**src/rtl/jump_commit_unit_if.sv**
```systemverilog
// jump_commit_unit_if: issue, FU result, redirect, writeback and statistics signals of the jump commit unit
// Ports (slave = jump_commit_unit, master = surrounding core):
//   issue_valid/issue_uncond/issue_rd/issue_rd_we -> unit, busy <- unit
//   fu_finish/fu_cmp_res/fu_PC_jump/fu_PC_wb -> unit
//   redirect_valid/redirect_PC/flush <- unit
//   wb_req/wb_addr/wb_data <- unit, wb_grant -> unit
//   stat_branches/stat_taken <- unit
interface jump_commit_unit_if #(
    parameter int XLEN = 32,
    parameter int RA_W = 5,
    parameter int STAT_W = 16
);
    logic              issue_valid;
    logic              issue_uncond;
    logic [RA_W-1:0]   issue_rd;
    logic              issue_rd_we;
    logic              busy;
    logic              fu_finish;
    logic              fu_cmp_res;
    logic [XLEN-1:0]   fu_PC_jump;
    logic [XLEN-1:0]   fu_PC_wb;
    logic              redirect_valid;
    logic [XLEN-1:0]   redirect_PC;
    logic              flush;
    logic              wb_req;
    logic [RA_W-1:0]   wb_addr;
    logic [XLEN-1:0]   wb_data;
    logic              wb_grant;
    logic [STAT_W-1:0] stat_branches;
    logic [STAT_W-1:0] stat_taken;
    modport slave (
        input  issue_valid, issue_uncond, issue_rd, issue_rd_we,
        input  fu_finish, fu_cmp_res, fu_PC_jump, fu_PC_wb, wb_grant,
        output busy, redirect_valid, redirect_PC, flush,
        output wb_req, wb_addr, wb_data, stat_branches, stat_taken
    );
    modport master (
        output issue_valid, issue_uncond, issue_rd, issue_rd_we,
        output fu_finish, fu_cmp_res, fu_PC_jump, fu_PC_wb, wb_grant,
        input  busy, redirect_valid, redirect_PC, flush,
        input  wb_req, wb_addr, wb_data, stat_branches, stat_taken
    );
endinterface

```
**src/rtl/jump_commit_unit.sv**
```systemverilog
// jump_commit_unit: tracks one in-flight jump/branch, redirects fetch when taken, arbitrates link writeback
// Ports: clk, rst (synchronous, active-high), bus (jump_commit_unit_if.slave)
//   issue_* in, busy out; fu_* in; redirect_valid/redirect_PC/flush out (one-cycle pulse);
//   wb_req/wb_addr/wb_data out with wb_grant in; stat_branches/stat_taken out.
// Optional feature: define JUMP_STATS_EN for saturating resolved/taken counters (otherwise tied to 0).
module jump_commit_unit #(
    parameter int XLEN = 32,
    parameter int RA_W = 5,
    parameter int STAT_W = 16
) (
    input logic clk,
    input logic rst,
    jump_commit_unit_if.slave bus
);
    typedef enum logic [1:0] {IDLE, WAIT_FU, RESOLVE, WB} state_t;
    state_t state, state_n;
    logic take;
    logic uncond_q, rd_we_q;
    logic [RA_W-1:0] rd_q;
    logic [XLEN-1:0] link_q;
    always_ff @(posedge clk) state <= rst ? IDLE : state_n;
    always_comb begin
        state_n = state;
        take = 1'b0;
        case (state)
            IDLE:    state_n = bus.issue_valid ? WAIT_FU : IDLE;
            WAIT_FU: begin
                state_n = bus.fu_finish ? RESOLVE : WAIT_FU;
                take = bus.fu_finish && (uncond_q || bus.fu_cmp_res);
            end
            RESOLVE: state_n = (rd_we_q && rd_q != '0) ? WB : IDLE;
            WB:      state_n = bus.wb_grant ? IDLE : WB;
            default: state_n = IDLE;
        endcase
    end
    // Outputs are registered from the next-state decision so each one is valid
    // in the same cycle the FSM sits in the corresponding state.
    always_ff @(posedge clk) begin
        if (rst) begin
            bus.busy <= 1'b0;
            bus.redirect_valid <= 1'b0;
            bus.flush <= 1'b0;
            bus.redirect_PC <= '0;
            bus.wb_req <= 1'b0;
            bus.wb_addr <= '0;
            bus.wb_data <= '0;
            uncond_q <= 1'b0;
            rd_we_q <= 1'b0;
            rd_q <= '0;
            link_q <= '0;
        end else begin
            bus.busy <= state_n != IDLE;
            bus.redirect_valid <= take;
            bus.flush <= take;
            bus.wb_req <= state_n == WB;
            if (state == IDLE && bus.issue_valid) begin
                uncond_q <= bus.issue_uncond;
                rd_we_q <= bus.issue_rd_we;
                rd_q <= bus.issue_rd;
            end
            if (state == WAIT_FU && bus.fu_finish) begin
                bus.redirect_PC <= bus.fu_PC_jump & ~XLEN'(1);
                link_q <= bus.fu_PC_wb;
            end
            if (state == RESOLVE && state_n == WB) begin
                bus.wb_addr <= rd_q;
                bus.wb_data <= link_q;
            end
        end
    end
`ifdef JUMP_STATS_EN
    logic [STAT_W-1:0] branches_q, taken_q;
    // redirect_valid is high in RESOLVE exactly when the jump was taken.
    always_ff @(posedge clk) begin
        if (rst) begin
            branches_q <= '0;
            taken_q <= '0;
        end else if (state == RESOLVE) begin
            if (!(&branches_q)) branches_q <= branches_q + STAT_W'(1);
            if (bus.redirect_valid && !(&taken_q)) taken_q <= taken_q + STAT_W'(1);
        end
    end
    assign bus.stat_branches = branches_q;
    assign bus.stat_taken = taken_q;
`else
    assign bus.stat_branches = '0;
    assign bus.stat_taken = '0;
`endif
endmodule

```
**src/flat_wrapper.sv**
```systemverilog
// flat-port wrapper written by rule: the top's interface ports become plain ports
module jump_commit_unit_flat 
#(
    parameter int XLEN = 32,
    parameter int RA_W = 5,
    parameter int STAT_W = 16
)
  (clk, rst, bus_issue_valid, bus_issue_uncond, bus_issue_rd, bus_issue_rd_we, bus_fu_finish, bus_fu_cmp_res, bus_fu_PC_jump, bus_fu_PC_wb, bus_wb_grant, bus_busy, bus_redirect_valid, bus_redirect_PC, bus_flush, bus_wb_req, bus_wb_addr, bus_wb_data, bus_stat_branches, bus_stat_taken);
  jump_commit_unit_if #(.XLEN(XLEN), .RA_W(RA_W), .STAT_W(STAT_W)) bus_i ();
  input logic clk;
  input logic rst;
  input wire logic [$bits(bus_i.issue_valid)-1:0] bus_issue_valid;
  input wire logic [$bits(bus_i.issue_uncond)-1:0] bus_issue_uncond;
  input wire logic [$bits(bus_i.issue_rd)-1:0] bus_issue_rd;
  input wire logic [$bits(bus_i.issue_rd_we)-1:0] bus_issue_rd_we;
  input wire logic [$bits(bus_i.fu_finish)-1:0] bus_fu_finish;
  input wire logic [$bits(bus_i.fu_cmp_res)-1:0] bus_fu_cmp_res;
  input wire logic [$bits(bus_i.fu_PC_jump)-1:0] bus_fu_PC_jump;
  input wire logic [$bits(bus_i.fu_PC_wb)-1:0] bus_fu_PC_wb;
  input wire logic [$bits(bus_i.wb_grant)-1:0] bus_wb_grant;
  output wire logic [$bits(bus_i.busy)-1:0] bus_busy;
  output wire logic [$bits(bus_i.redirect_valid)-1:0] bus_redirect_valid;
  output wire logic [$bits(bus_i.redirect_PC)-1:0] bus_redirect_PC;
  output wire logic [$bits(bus_i.flush)-1:0] bus_flush;
  output wire logic [$bits(bus_i.wb_req)-1:0] bus_wb_req;
  output wire logic [$bits(bus_i.wb_addr)-1:0] bus_wb_addr;
  output wire logic [$bits(bus_i.wb_data)-1:0] bus_wb_data;
  output wire logic [$bits(bus_i.stat_branches)-1:0] bus_stat_branches;
  output wire logic [$bits(bus_i.stat_taken)-1:0] bus_stat_taken;
  assign bus_i.issue_valid = bus_issue_valid;
  assign bus_i.issue_uncond = bus_issue_uncond;
  assign bus_i.issue_rd = bus_issue_rd;
  assign bus_i.issue_rd_we = bus_issue_rd_we;
  assign bus_i.fu_finish = bus_fu_finish;
  assign bus_i.fu_cmp_res = bus_fu_cmp_res;
  assign bus_i.fu_PC_jump = bus_fu_PC_jump;
  assign bus_i.fu_PC_wb = bus_fu_PC_wb;
  assign bus_i.wb_grant = bus_wb_grant;
  assign bus_busy = bus_i.busy;
  assign bus_redirect_valid = bus_i.redirect_valid;
  assign bus_redirect_PC = bus_i.redirect_PC;
  assign bus_flush = bus_i.flush;
  assign bus_wb_req = bus_i.wb_req;
  assign bus_wb_addr = bus_i.wb_addr;
  assign bus_wb_data = bus_i.wb_data;
  assign bus_stat_branches = bus_i.stat_branches;
  assign bus_stat_taken = bus_i.stat_taken;
  jump_commit_unit #(.XLEN(XLEN), .RA_W(RA_W), .STAT_W(STAT_W)) u_core (.clk(clk), .rst(rst), .bus(bus_i));
endmodule
```
**config.mk**
```make
export PLATFORM = sky130hd
export DESIGN_NAME = jump_commit_unit_flat
export DESIGN_NICKNAME = d
export VERILOG_FILES = /design/src/rtl/jump_commit_unit_if.sv /design/src/rtl/jump_commit_unit.sv /design/src/flat_wrapper.sv
export SDC_FILE = /design/constraint.sdc
export NUM_CORES = 1
export LEC_CHECK = 0
export ABC_AREA = 1
export CORE_MARGIN = 4
export CORE_UTILIZATION = 30
export DETAILED_ROUTE_END_ITERATION = 6
export DONT_BUFFER_PORTS = 1
export HOLD_SLACK_MARGIN = 0.03
export PLACE_DENSITY_LB_ADDON = 0.05
export SLEW_MARGIN = 0
export SYNTH_ARGS = -nofsm -noshare
export SYNTH_HDL_FRONTEND = slang
export SYNTH_SLANG_ARGS = --single-unit
```
**constraint.sdc**
```tcl
create_clock -name clk -period 3 [get_ports clk]
set_input_delay 0.75 -clock clk [delete_from_list [all_inputs] [get_ports clk]]
set_output_delay 0.75 -clock clk [all_outputs]
set_load 0.01 [all_outputs]
```
**After elaboration in Yosys (flattened, before gate mapping)**

Index checks and enable logic that the tools add are counted.

- Reductions and logical operators: 10
- Bitwise gates (word level): 1
- Eq/ne operators: 4
- Muxes and demuxes: 5

Operators by type and width:

| kind | count |
|---|---|
| $pmux 2 s4 | 1 |
| $eq 2x2->1 const B | 3 |
| $mux 2 | 3 |
| $logic_and 1x1->1 | 5 |
| $reduce_bool 5->1 | 1 |
| $eq 2x1->1 const B | 1 |
| $logic_not 2->1 | 1 |
| $reduce_bool 2->1 | 1 |
| $reduce_or 2->1 | 1 |
| $logic_or 1x1->1 | 1 |
| $mux 1 | 1 |
| $not 1->1 | 1 |

- Bits in registers: 112
- Output and inout port bits: 105
- Logic and storage cells: 31

**Logic depth before layout (Yosys ltp)**

- Word-level depth: 6
- Gate-level depth with buffers: 7
- Mapped depth without buffers: 7

**Worst setup path after synthesis**

No wires, ideal clock.

- Kind: in2reg
- Start: input port rst
- End: register u_core.rd_q[4]
- Setup slack: 1.564 ns
- Path buffers: 2
- Cell stages on the path: 5
- Data arrival time: 1.366 ns
- Library setup time: 0.070 ns
- Required time: 2.930 ns
- Cells stage by stage: inv_1 buf_6 clkbuf_1 o21ai_0 a21oi_1

RTL lines:

| element | RTL line | text |
|---|---|---|
| start, declared | flat_wrapper.sv:11 | `input logic rst;` |
| end signal, assigned | jump_commit_unit.sv:59 | `rd_q <= bus.issue_rd;` |
| end, declared | jump_commit_unit.sv:19 | `logic [RA_W-1:0] rd_q;` |

**Worst setup path after layout**

- Start: register u_core.state[0]
- End: register u_core.bus.redirect_PC[25]

- Word-level cells in the longest chain between the ends: 2

RTL lines:

| element | RTL line | text |
|---|---|---|
| start, declared | jump_commit_unit.sv:16 | `state_t state, state_n;` |
| start signal, assigned | jump_commit_unit.sv:21 | `always_ff @(posedge clk) state <= rst ? IDLE : state_n;` |
| $eq 2x1->1 | jump_commit_unit.sv:61 | `if (state == WAIT_FU && bus.fu_finish) begin` |
| $logic_and 1x1->1 | jump_commit_unit.sv:61 |  |
| end signal, assigned | jump_commit_unit.sv:62 | `bus.redirect_PC <= bus.fu_PC_jump & ~XLEN'(1);` |
| end, declared | jump_commit_unit_if.sv:34 | `output busy, redirect_valid, redirect_PC, flush,` |

No other way between the ends.
A chain may end at the register's enable or synchronous reset.

==> impl_table.tex <==
\begin{tabular}{lr}
\hline
Metric & Value \\
\hline
\multicolumn{2}{l}{\textbf{Status}} \\
\quad Status & complete, no violations \\
\multicolumn{2}{l}{\textbf{CTS}} \\
\quad TritonCTS sink count & between 100 and 150 \\
\quad Clock tree from TritonCTS & built \\
\quad Cts bufs inserted & 9 \\
\quad Count of buffers added by post-CTS timing repair for setup & 0 \\
\quad Root Driver & sky130\_fd\_sc\_hd\_\_clkbuf\_16 \\
\quad Worst-skew pair later-pin latency & 0.35 ns \\
\quad CTS-repair resized insts & 0 \\
\quad Number of H-tree levels & 3 \\
\quad Longest Clk Path Bufs & 2 \\
\quad Clock input transition at the sequential cells of the worst setup and hold paths & 0.07 ns \\
\quad Number of buffers inserted for hold repair after clock tree synthesis & 0 \\
\multicolumn{2}{l}{\textbf{STA}} \\
\quad Relative slew slack & 54.12\% \\
\quad Number of slew-limit violations in the final report & 0 \\
\quad Final hold viol count & 0 \\
\quad Sum Neg Setup Slack & 0 ns \\
\quad Final setup margin & 1.169 ns \\
\quad Share of the cycle needed by the critical path after routing & 61.04\% \\
\quad Unrepaired setup endpoints after global routing & false \\
\quad Max frequency & 546.1 MHz \\
\quad Fin Clk Skew & 0.004534 ns \\
\quad Final critical path time including I/O delays and setup & 1.831 ns \\
\quad Tightest Pin Transition & between 0.6 and 0.7 ns \\
\quad Endpoints failing setup & 0 \\
\multicolumn{2}{l}{\textbf{Critical path}} \\
\quad Reg-to-reg critical path endpoint & u\_core.bus.redirect\_PC[25] \\
\quad Arrival @ worst endpoint & 2.07 ns \\
\quad Worst reg-to-reg path cell count & 4 \\
\quad Nature of the critical path startpoint & flip-flop \\
\quad Reg2reg setup slack & 1.17 ns \\
\quad Required time of the critical path & 3.23 ns \\
\quad Type of element capturing the critical path & flip-flop \\
\quad Critical path fanouts, max & 57 \\
\quad Critical path class & flip-flop to flip-flop \\
\quad Worst R2R Start & u\_core.state[0] \\
\multicolumn{2}{l}{\textbf{Global route}} \\
\quad Number of antenna violations at the first check in global routing & 0 \\
\quad Largest net degree at the start of global routing & roughly 90 \\
\quad Via count of the first global-routing pass & 2892 \\
\quad First-pass GRT wire length & 15610 µm \\
\quad Leftover overflow at the end of global routing & 0 \\
\quad Total track usage & 12.22\% \\
\multicolumn{2}{l}{\textbf{Synthesis}} \\
\quad Synth Warn \# & 0 \\
\quad Count of unique library cells instantiated by Yosys & 21 \\
\quad Proportion of synthesized flip-flops having asynchronous set or reset & 0\% \\
\quad Synth area leader & sky130\_fd\_sc\_hd\_\_dfxtp\_1 \\
\quad Part of the Yosys area used for sequential elements & between 50\% and 60\% \\
\quad Synth Area in Simple Gates & 9.868\% \\
\quad Largest family of logic cells by synthesized area & compound AO/OA/AOI/OAI gates \\
\quad Area share of the largest cell type after synthesis & between 50 and 60\% \\
\quad Top cell types by occurrence after synthesis & 112 x sky130\_fd\_sc\_hd\_\_dfxtp\_1, 86 x sky130\_fd\_sc\_hd\_\_nor2\_1, 76 x sky130\_fd\_sc\_hd\_\_o21ai\_1 \\
\quad Average footprint of a synthesized cell & 8.183 µm² \\
\quad Share of synthesized cell area in full adder, half adder and majority cells & 0\% \\
\quad EDFF count, synth & 0 \\
\quad Count leader, synth & sky130\_fd\_sc\_hd\_\_dfxtp\_1 \\
\quad Prevailing post-synth register cell & sky130\_fd\_sc\_hd\_\_dfxtp\_1 \\
\quad Post-synthesis register bit count & 112 \\
\quad Synthesized cell area & between 4000 and 5000 µm² \\
\quad Synthesized-area fraction occupied by xor and xnor cells & 0\% \\
\quad Post-Synthesis Cells & 533 \\
\quad Proportion of synthesized area in mux cells & 0\% \\
\quad Share of the synthesized area in compound gates (AO/OA/AOI/OAI) & 19.85\% \\
\quad Top post-synthesis cells by area & sky130\_fd\_sc\_hd\_\_dfxtp\_1 51\%, sky130\_fd\_sc\_hd\_\_o21ai\_1 8.7\%, sky130\_fd\_sc\_hd\_\_a21oi\_1 7.7\% \\
\multicolumn{2}{l}{\textbf{Detailed routing}} \\
\quad Via count & 3031 \\
\quad Routed wire length & 10060 µm \\
\quad Antenna viol nets, final & 0 \\
\quad Number of DRC violations after detailed routing & 0 \\
\quad Length of the first detailed-routing pass in iterations & 4 \\
\quad Drt wl/cell & 14.44 µm \\
\quad Vias per inst & 4.349 \\
\quad DR iter-0 viols & roughly 110 \\
\multicolumn{2}{l}{\textbf{Power and ir drop}} \\
\quad Worst-case vdd ir drop & 0.0004348 V \\
\quad Total power density per cell area & 672.1 nW/µm² \\
\quad Cell leakage power & approximately 1.7 nW \\
\multicolumn{2}{l}{\textbf{Final layout}} \\
\quad Final \#Nets & 589 \\
\quad Layout-stage area growth over the synthesis result & 3.873\% \\
\quad Inserted Diodes & 0 \\
\quad Layout fillers & 1520 \\
\quad Non-filler instance count after layout & 697 \\
\quad Final non-filler cell area & approximately 4500 µm² \\
\quad Share of layout cells above drive strength 1 & 4.836\% \\
\multicolumn{2}{l}{\textbf{Place}} \\
\quad Gpl congestion & roughly 0.67 \\
\quad Post-placement worst setup slack & 0.9360 ns \\
\quad Placed wire-length estimate after detailed placement & 6659 µm \\
\quad Placed insts & 681 \\
\quad \# port buffers & 0 \\
\quad Standard cell area after detailed placement & 4230 µm² \\
\multicolumn{2}{l}{\textbf{Floorplan}} \\
\quad Starting density of the core & between 30 and 40\% \\
\quad Die Outline Area & 16530 µm² \\
\quad I/O Pins & 182 \\
\quad Die Height & 128.6 µm \\
\quad Number of core rows & 43 \\
\quad Core region area & between 10000 and 15000 µm² \\
\quad Die Wd & roughly 130 µm \\
\multicolumn{2}{l}{\textbf{Hold path}} \\
\quad Worst hold start & u\_core.link\_q[23] \\
\quad Min-Delay Path Class & flip-flop to flip-flop \\
\quad WHS Endpoint & u\_core.link\_q[23] \\
\quad Number of cells on the worst hold path & 2 \\
\multicolumn{2}{l}{\textbf{Job}} \\
\quad Maximum Capacitance Violations & 0 \\
\hline
\end{tabular}
-- where the power goes --
part | internal (mW) | switching (mW) | total, mW | leakage [nW]
Clock | 0.692 | 0.529 | 1.22 | 0.150
Sequential | 1.56 | 0.0604 | 1.62 | 0.912
Combinational | 0.0669 | 0.138 | 0.205 | 0.647
Total | 2.32 | 0.727 | 3.04 | 1.71
-- area by class of cell --
| class | count | area, µm² | area share, % |
|---|---|---|---|
| clock inverters | 3 | 40.04 | 0.8837 |
| clock buffers | 13 | 260.3 | 5.744 |
| multi-input cells | 311 | 1428 | 31.51 |
| inverters | 74 | 280.3 | 6.186 |
| flip-flops and latches | 112 | 2242 | 49.49 |
| repair buffers | 4 | 55.05 | 1.215 |
| well taps | 180 | 225.2 | 4.971 |
-- how the worst max path moves through the flow --
stage,startpoint,end,slack (ns),cells after the start
2_1_floorplan,rst,u_core.rd_q[4],1.56,5
3_3_place_gp,bus_fu_finish,u_core.bus.redirect_PC[15],0.94,4
3_5_place_dp,bus_fu_finish,u_core.bus.redirect_PC[24],0.94,4
4_1_cts,u_core.state[0],u_core.bus.redirect_PC[24],1.13,4
5_1_grt,u_core.state[0],u_core.bus.redirect_PC[25],0.94,4
6_report,u_core.state[0],u_core.bus.redirect_PC[25],1.17,4
-- stage by stage --
stage          total power [mW]  hold WS [ns]  utilization [%]
6_report                  3.045        0.4428            32.26
5_1_grt                   3.218        0.4386            32.26
4_1_cts                   3.111        0.4395            32.26
3_5_place_dp              1.864        0.4331            30.13
3_3_place_gp              1.859        0.4294            30.13
2_1_floorplan             1.865        0.4205                -
-- sequential cells by signal, summed over array words and instances (netlist names), 2 cells and up --
name / count
u_core.rd_q: 5
u_core.bus.redirect_PC: 31
u_core.link_q: 32
u_core.state: 2
u_core.bus.wb_addr: 5
u_core.bus.wb_data: 32
-- layer usage --
| layer | track usage [%] | up-vias | routed length, µm |
|---|---|---|---|
| met5 | 0 | - | 0 |
| met4 | 3.521 | 0 | 110 |
| met3 | 7.555 | 9 | 1240 |
| met2 | 19.00 | 109 | 4581 |
| met1 | 14.10 | 1332 | 4130 |
| li1 | - | 1581 | - |
-- critical path, cell delays in order, from the launching register on --
cell and delay [ns]:
sky130_fd_sc_hd__dfxtp_1 0.49, sky130_fd_sc_hd__nand3_4 0.57, sky130_fd_sc_hd__buf_4 0.45, sky130_fd_sc_hd__o21ai_1 0.14
sky130_fd_sc_hd__a21oi_1 0.05
-- cells in the final DEF, fill, tap and decap left out --
cell,synthesis,layout
sky130_fd_sc_hd__nor2_1,86,86
sky130_fd_sc_hd__inv_4,1,1
sky130_fd_sc_hd__bufinv_16,0,1
sky130_fd_sc_hd__nor2_4,1,1
sky130_fd_sc_hd__nand3_4,0,1
sky130_fd_sc_hd__inv_1,73,72
sky130_fd_sc_hd__clkbuf_16,0,9
sky130_fd_sc_hd__buf_4,36,2
sky130_fd_sc_hd__inv_2,0,1
sky130_fd_sc_hd__o21ai_0,30,30
sky130_fd_sc_hd__nand3_2,2,1
sky130_fd_sc_hd__nand3_1,5,5
sky130_fd_sc_hd__dfxtp_1,112,112
sky130_fd_sc_hd__nor2_2,1,1
sky130_fd_sc_hd__conb_1,1,33
sky130_fd_sc_hd__clkbuf_1,11,2
sky130_fd_sc_hd__buf_12,0,2
sky130_fd_sc_hd__nand2_4,1,1
sky130_fd_sc_hd__clkinv_2,0,2
sky130_fd_sc_hd__a21oi_1,67,67
sky130_fd_sc_hd__clkbuf_8,1,2
sky130_fd_sc_hd__nand2_1,9,9
sky130_fd_sc_hd__o21ai_1,76,76
-- cells by family (layout without fill, tap and decap cells) --
kind of cell           count (synthesis)  count (layout)
flip-flops                           112             112
AND/OR/NAND/NOR                      105             105
buffers and inverters                142              94
other                                  1              33
AO/OA/AOI/OAI                        173             173
No activity file was read; power rests on OpenSTA's default activity.
